### src/rtl/irq_request_ctrl_4ch.sv
// Four-channel interrupt request front-end: latches requests, masks them into
// req_vec for the priority encoder, and runs a one-at-a-time irq/ack handshake.
module irq_request_ctrl_4ch #(
    parameter logic [3:0] EDGE_TRIG = 4'b1111
) (
    input  logic       clk,
    input  logic       rst,
    input  logic [3:0] irq_in,
    input  logic       mask_wr,
    input  logic [3:0] mask_data,
    output logic [3:0] mask,
    output logic [3:0] req_vec,
    output logic       irq,
    output logic [1:0] irq_id,
    input  logic       ack,
    output logic       busy,
    output logic [1:0] state_dbg
);

    // Handshake: irq/irq_id are held stable from IDLE->ASSERT until ack is
    // sampled high in ASSERT; ack in any other state is ignored.
    typedef enum logic [1:0] {
        IDLE   = 2'd0,
        ASSERT = 2'd1,
        GAP    = 2'd2
    } state_t;

    state_t     state;
    logic [3:0] pending;
    logic [3:0] irq_in_q;
    logic [3:0] events;
    logic [3:0] ack_clr;
    logic [1:0] top_id;

    assign events  = (EDGE_TRIG & irq_in & ~irq_in_q) | (~EDGE_TRIG & irq_in);
    assign req_vec = pending & mask;
    assign busy    = (state != IDLE);
    assign state_dbg = state;

    always_comb begin
        ack_clr = 4'b0000;
        if (state == ASSERT && ack) begin
            ack_clr[irq_id] = 1'b1;
        end
    end

    // Highest set index of req_vec; bit 3 wins.
    always_comb begin
        top_id = 2'd0;
        if (req_vec[3])      top_id = 2'd3;
        else if (req_vec[2]) top_id = 2'd2;
        else if (req_vec[1]) top_id = 2'd1;
        else                 top_id = 2'd0;
    end

    always_ff @(posedge clk) begin
        if (rst) begin
            pending  <= 4'b0000;
            mask     <= 4'b0000;
            irq_in_q <= 4'b0000;
            irq      <= 1'b0;
            irq_id   <= 2'b00;
            state    <= IDLE;
        end else begin
            irq_in_q <= irq_in;
            // A new event on the channel being acknowledged keeps it pending.
            pending  <= (pending & ~ack_clr) | events;
            if (mask_wr) begin
                mask <= mask_data;
            end
            case (state)
                IDLE: begin
                    if (|req_vec) begin
                        irq    <= 1'b1;
                        irq_id <= top_id;
                        state  <= ASSERT;
                    end
                end
                ASSERT: begin
                    if (ack) begin
                        irq   <= 1'b0;
                        state <= GAP;
                    end
                end
                GAP: begin
                    state <= IDLE;
                end
                default: begin
                    irq   <= 1'b0;
                    state <= IDLE;
                end
            endcase
        end
    end

endmodule

### config.mk
export PLATFORM = sky130hd
export DESIGN_NAME = irq_request_ctrl_4ch
export DESIGN_NICKNAME = d
export VERILOG_FILES = /design/src/rtl/irq_request_ctrl_4ch.sv
export SDC_FILE = /design/constraint.sdc
export NUM_CORES = 1
export LEC_CHECK = 0
export ABC_CLOCK_PERIOD_IN_PS = 2750
export CAP_MARGIN = 40
export CORE_UTILIZATION = 44
export DETAILED_ROUTE_END_ITERATION = 7
export GPL_ROUTABILITY_DRIVEN = 1
export HOLD_SLACK_MARGIN = 0.05
export PLACE_DENSITY_LB_ADDON = 0.1
export SLEW_MARGIN = 20
export SYNTH_ARGS = -nofsm -noshare
export SYNTH_HDL_FRONTEND = slang
export SYNTH_SLANG_ARGS = --single-unit
export TNS_END_PERCENT = 50
### constraint.sdc
create_clock -name clk -period 2.75 [get_ports clk]
set_input_delay 0.275 -clock clk [delete_from_list [all_inputs] [get_ports clk]]
set_output_delay 0.275 -clock clk [all_outputs]
set_load 0.1 [all_outputs]
==> flow_summary.html <==
<table>
<tr><th>Metric</th><th>Value</th></tr>
<tr><th colspan="2">Timing</th></tr>
<tr><td>Max Slew Vio Count</td><td>0</td></tr>
<tr><td>Time the final worst path needs with I/O delays and setup</td><td>roughly 1.5 ns</td></tr>
<tr><td>Clock Skew</td><td>0.00282 ns</td></tr>
<tr><td>Setup TNS after final layout</td><td>0 ns</td></tr>
<tr><td>Worst max-slew margin expressed relative to the limit</td><td>about three fifths</td></tr>
<tr><td>RSZ-0062 raised after global routing</td><td>false</td></tr>
<tr><td>Final setup violation count</td><td>0</td></tr>
<tr><td>Final worst-path cycle share</td><td>a little under three fifths</td></tr>
<tr><td>Number of failing hold endpoints at the final stage</td><td>0</td></tr>
<tr><td>Least-Margin Pin Slew</td><td>around 0.63 ns</td></tr>
<tr><td>Achievable Freq</td><td>661 MHz</td></tr>
<tr><th colspan="2">Die</th></tr>
<tr><td>Standard-cell row count</td><td>13</td></tr>
<tr><td>Die Y</td><td>41.2 µm</td></tr>
<tr><td>Starting density of the core</td><td>49.5%</td></tr>
<tr><td>Number of top-level pins</td><td>26</td></tr>
<tr><td>Area of the placeable core</td><td>1370 µm²</td></tr>
<tr><td>Chip Width</td><td>41.2 µm</td></tr>
<tr><td>Die ar.</td><td>1700 µm²</td></tr>
<tr><th colspan="2">Placement</th></tr>
<tr><td>Number of cells after detailed placement</td><td>107</td></tr>
<tr><td>IO Port Bufs</td><td>25</td></tr>
<tr><td>Routability-driven placement congestion ratio</td><td>0.699</td></tr>
<tr><td>Placed inst area</td><td>896 µm²</td></tr>
<tr><td>DP HPWL</td><td>958 µm</td></tr>
<tr><th colspan="2">Route</th></tr>
<tr><td>Detailed router's first-iteration violation count</td><td>8</td></tr>
<tr><td>Residual DRC</td><td>0</td></tr>
<tr><td>Number of vias per cell after detailed routing</td><td>around 5.2</td></tr>
<tr><td>Post-DR wirelength/cell</td><td>11.6 µm</td></tr>
<tr><td>Number of antenna-violating nets in the routed design</td><td>0</td></tr>
<tr><td>Vias after detailed routing</td><td>575</td></tr>
<tr><td>Drt first pass iters</td><td>4</td></tr>
<tr><td>Total routed wirelength</td><td>1280 µm</td></tr>
<tr><th colspan="2">Setup path</th></tr>
<tr><td>Required time of the worst setup path</td><td>2.48 ns</td></tr>
<tr><td>Element type at the critical path start</td><td>register</td></tr>
<tr><td>Sort of element at the end of the critical path</td><td>output pin</td></tr>
<tr><td>Worst setup path class</td><td>register to output pin</td></tr>
<tr><td>Critical path data arrival time</td><td>1.24 ns</td></tr>
<tr><td>Max FO, Critical Path</td><td>9</td></tr>
<tr><th colspan="2">Clock tree</th></tr>
<tr><td>Maximum root-to-sink buffer count</td><td>2</td></tr>
<tr><td>Count of clock tree sinks</td><td>17</td></tr>
<tr><td>Post-CTS Setup Bufs</td><td>0</td></tr>
<tr><td>Clock root buffer master</td><td>clkbuf_4</td></tr>
<tr><td>Insertion delay of the later-clocked pin in the worst-skew pair</td><td>0.28 ns</td></tr>
<tr><td>Number of buffers created by CTS</td><td>3</td></tr>
<tr><td>TritonCTS clock tree</td><td>built</td></tr>
<tr><td>Post_cts resized</td><td>0</td></tr>
<tr><td>CTS hold repair buffers</td><td>0</td></tr>
<tr><td>Clock transition time at the flip-flop clock pins of the worst setup and hold paths</td><td>approximately 0.09 ns</td></tr>
<tr><td>H-tree depth</td><td>1</td></tr>
<tr><th colspan="2">Power</th></tr>
<tr><td>Power Density</td><td>624 nW/µm²</td></tr>
<tr><td>Total power after layout</td><td>0.575 mW</td></tr>
<tr><td>Largest voltage drop on the vdd net</td><td>527 µV</td></tr>
<tr><td>Leakage power summed over all cells</td><td>between 0.4 and 0.5 nW</td></tr>
<tr><th colspan="2">Logic synthesis</th></tr>
<tr><td>Synthesized Nets</td><td>82</td></tr>
<tr><td>Synth unique cells</td><td>23</td></tr>
<tr><td>Number of cells produced by synthesis</td><td>70</td></tr>
<tr><td>Yosys reg bits</td><td>17</td></tr>
<tr><td>Avg Synthesized Cell Area</td><td>~9.7 µm²</td></tr>
<tr><td>Synth warnings</td><td>0</td></tr>
<tr><td>Portion of the post-synthesis area used by sequential elements</td><td>50.4%</td></tr>
<tr><td>Mapped Area</td><td>676 µm²</td></tr>
<tr><th colspan="2">Cells and area</th></tr>
<tr><td>Cell Count, Final, Fillers Out</td><td>111</td></tr>
<tr><td>Share of post-route cells with drive strength above 1</td><td>21.9%</td></tr>
<tr><td>Layout Nets</td><td>109</td></tr>
<tr><td>Cell area after layout</td><td>922 µm²</td></tr>
<tr><td>Area added between synthesis and finish</td><td>36.5%</td></tr>
<tr><td>Antenna cells</td><td>0</td></tr>
<tr><td>Final cell utilization of the core</td><td>67.5%</td></tr>
<tr><th colspan="2">Global route</th></tr>
<tr><td>First-pass GRT wire length</td><td>1790 µm</td></tr>
<tr><td>Vias in the first global route</td><td>418</td></tr>
<tr><td>Antenna violations before repair</td><td>0</td></tr>
<tr><td>Maximum number of pins on one net before global-route repair</td><td>20</td></tr>
<tr><td>Total Routing Usage GR</td><td>16.5%</td></tr>
<tr><td>Global-route congestion overflow total</td><td>0</td></tr>
<tr><th colspan="2">Worst hold path</th></tr>
<tr><td>HP Class</td><td>register to register</td></tr>
<tr><th colspan="2">Run</th></tr>
<tr><td>Number of maximum-capacitance constraint violations</td><td>0</td></tr>
<tr><th colspan="2">Run status</th></tr>
<tr><td>Outcome</td><td>completed</td></tr>
</table>
## metal layers
layer	up-vias	wire (µm)	global-route usage [%]
li1	297	-	-
met1	257	628	22.8
met2	19	569	22.3
met3	2	73	6.52
met4	0	12	7.26
met5	-	0	0
## cell type report
class / count / area, µm²
fillers: 112 / 444
multi-input cells: 46 / 307
flip-flops and latches: 17 / 340
inverters: 4 / 15.0
repair buffers: 25 / 215
clock buffers: 4 / 26.3
well taps: 15 / 18.8
## worst max-delay path, cell delays in order (launching register included)
cell and delay (ns):
dfxtp_1 0.52, nor2_4 0.09, inv_1 0.07, buf_4 0.28
## layout by cell type (no fill, tap or decap), drive strengths merged, types with 2 or more instances in the layout
cell           count
a22oi              2
mux2i              5
nand2b             4
nor2               5
inv                4
nor2b              4
o21ai              7
buf               14
and2               3
clkdlybuf4s50     11
dfxtp             17
clkbuf             4
a21oi              7
## kinds of logic (layout without fill, tap and decap cells)
family / after synthesis / count (layout) / synth area share [%]
AND/OR/NAND/NOR: 22 / 22 / 21.1
AO/OA/AOI/OAI: 19 / 19 / 16.9
flip-flops: 17 / 17 / 50.4
buffers and inverters: 7 / 33 / 4.26
multiplexers: 5 / 5 / 7.41
## power breakdown
| part | leakage, nW | internal [mW] | total, mW | switching [mW] |
|---|---|---|---|---|
| clock | 0.0150 | 0.0562 | 0.126 | 0.0701 |
| sequential | 0.141 | 0.263 | 0.277 | 0.0143 |
| combinational | 0.252 | 0.0499 | 0.171 | 0.121 |
| total | 0.407 | 0.369 | 0.575 | 0.206 |
## state kept, by name, summed over array words and instances (netlist names)
name,cells
mask,4
state_dbg,2
irq,1
irq_in_q,4
irq_id,2
pending,4
## Yosys cell counts, drive strengths merged
| master | n | share of area (%) |
|---|---|---|
| a21oi | 7 | 5.2 |
| a22o | 1 | 1.3 |
| nand2b | 4 | 3.7 |
| a22oi | 2 | 2.2 |
| nor2 | 5 | 3.9 |
| nand4bb | 1 | 1.7 |
| mux2i | 5 | 7.4 |
| and4bb | 1 | 1.9 |
| a32o | 1 | 1.5 |
| o22ai | 1 | 0.93 |
| nand2 | 1 | 0.56 |
| nand4b | 1 | 1.3 |
| o21ai | 7 | 5.7 |
| nor2b | 4 | 3.7 |
| and2 | 3 | 2.8 |
| clkbuf | 1 | 0.56 |
| inv | 4 | 2.2 |
| buf | 2 | 1.5 |
| or2 | 1 | 0.93 |
| dfxtp | 17 | 50 |
| nor3 | 1 | 0.74 |
## final timing paths
kind	endpoint	from	slack, ns	cells after the start
max	busy	state_dbg[0]	1.24	3
min	pending[2]	irq_in_q[2]	0.49	2
max reg2reg	pending[1]	state_dbg[0]	1.60	3
min reg2reg	pending[2]	irq_in_q[2]	0.49	2
## per-stage QoR
| step | setup WS (ns) | hold slack, ns |
|---|---|---|
| finish | 1.24 | 0.486 |
| floorplan | 0.384 | 0.403 |
| global route | 1.15 | 0.515 |
| CTS | 1.23 | 0.488 |
| detailed placement | 1.12 | 0.474 |
| global placement | 1.15 | 0.474 |
Power figures use the tool's default switching activity.
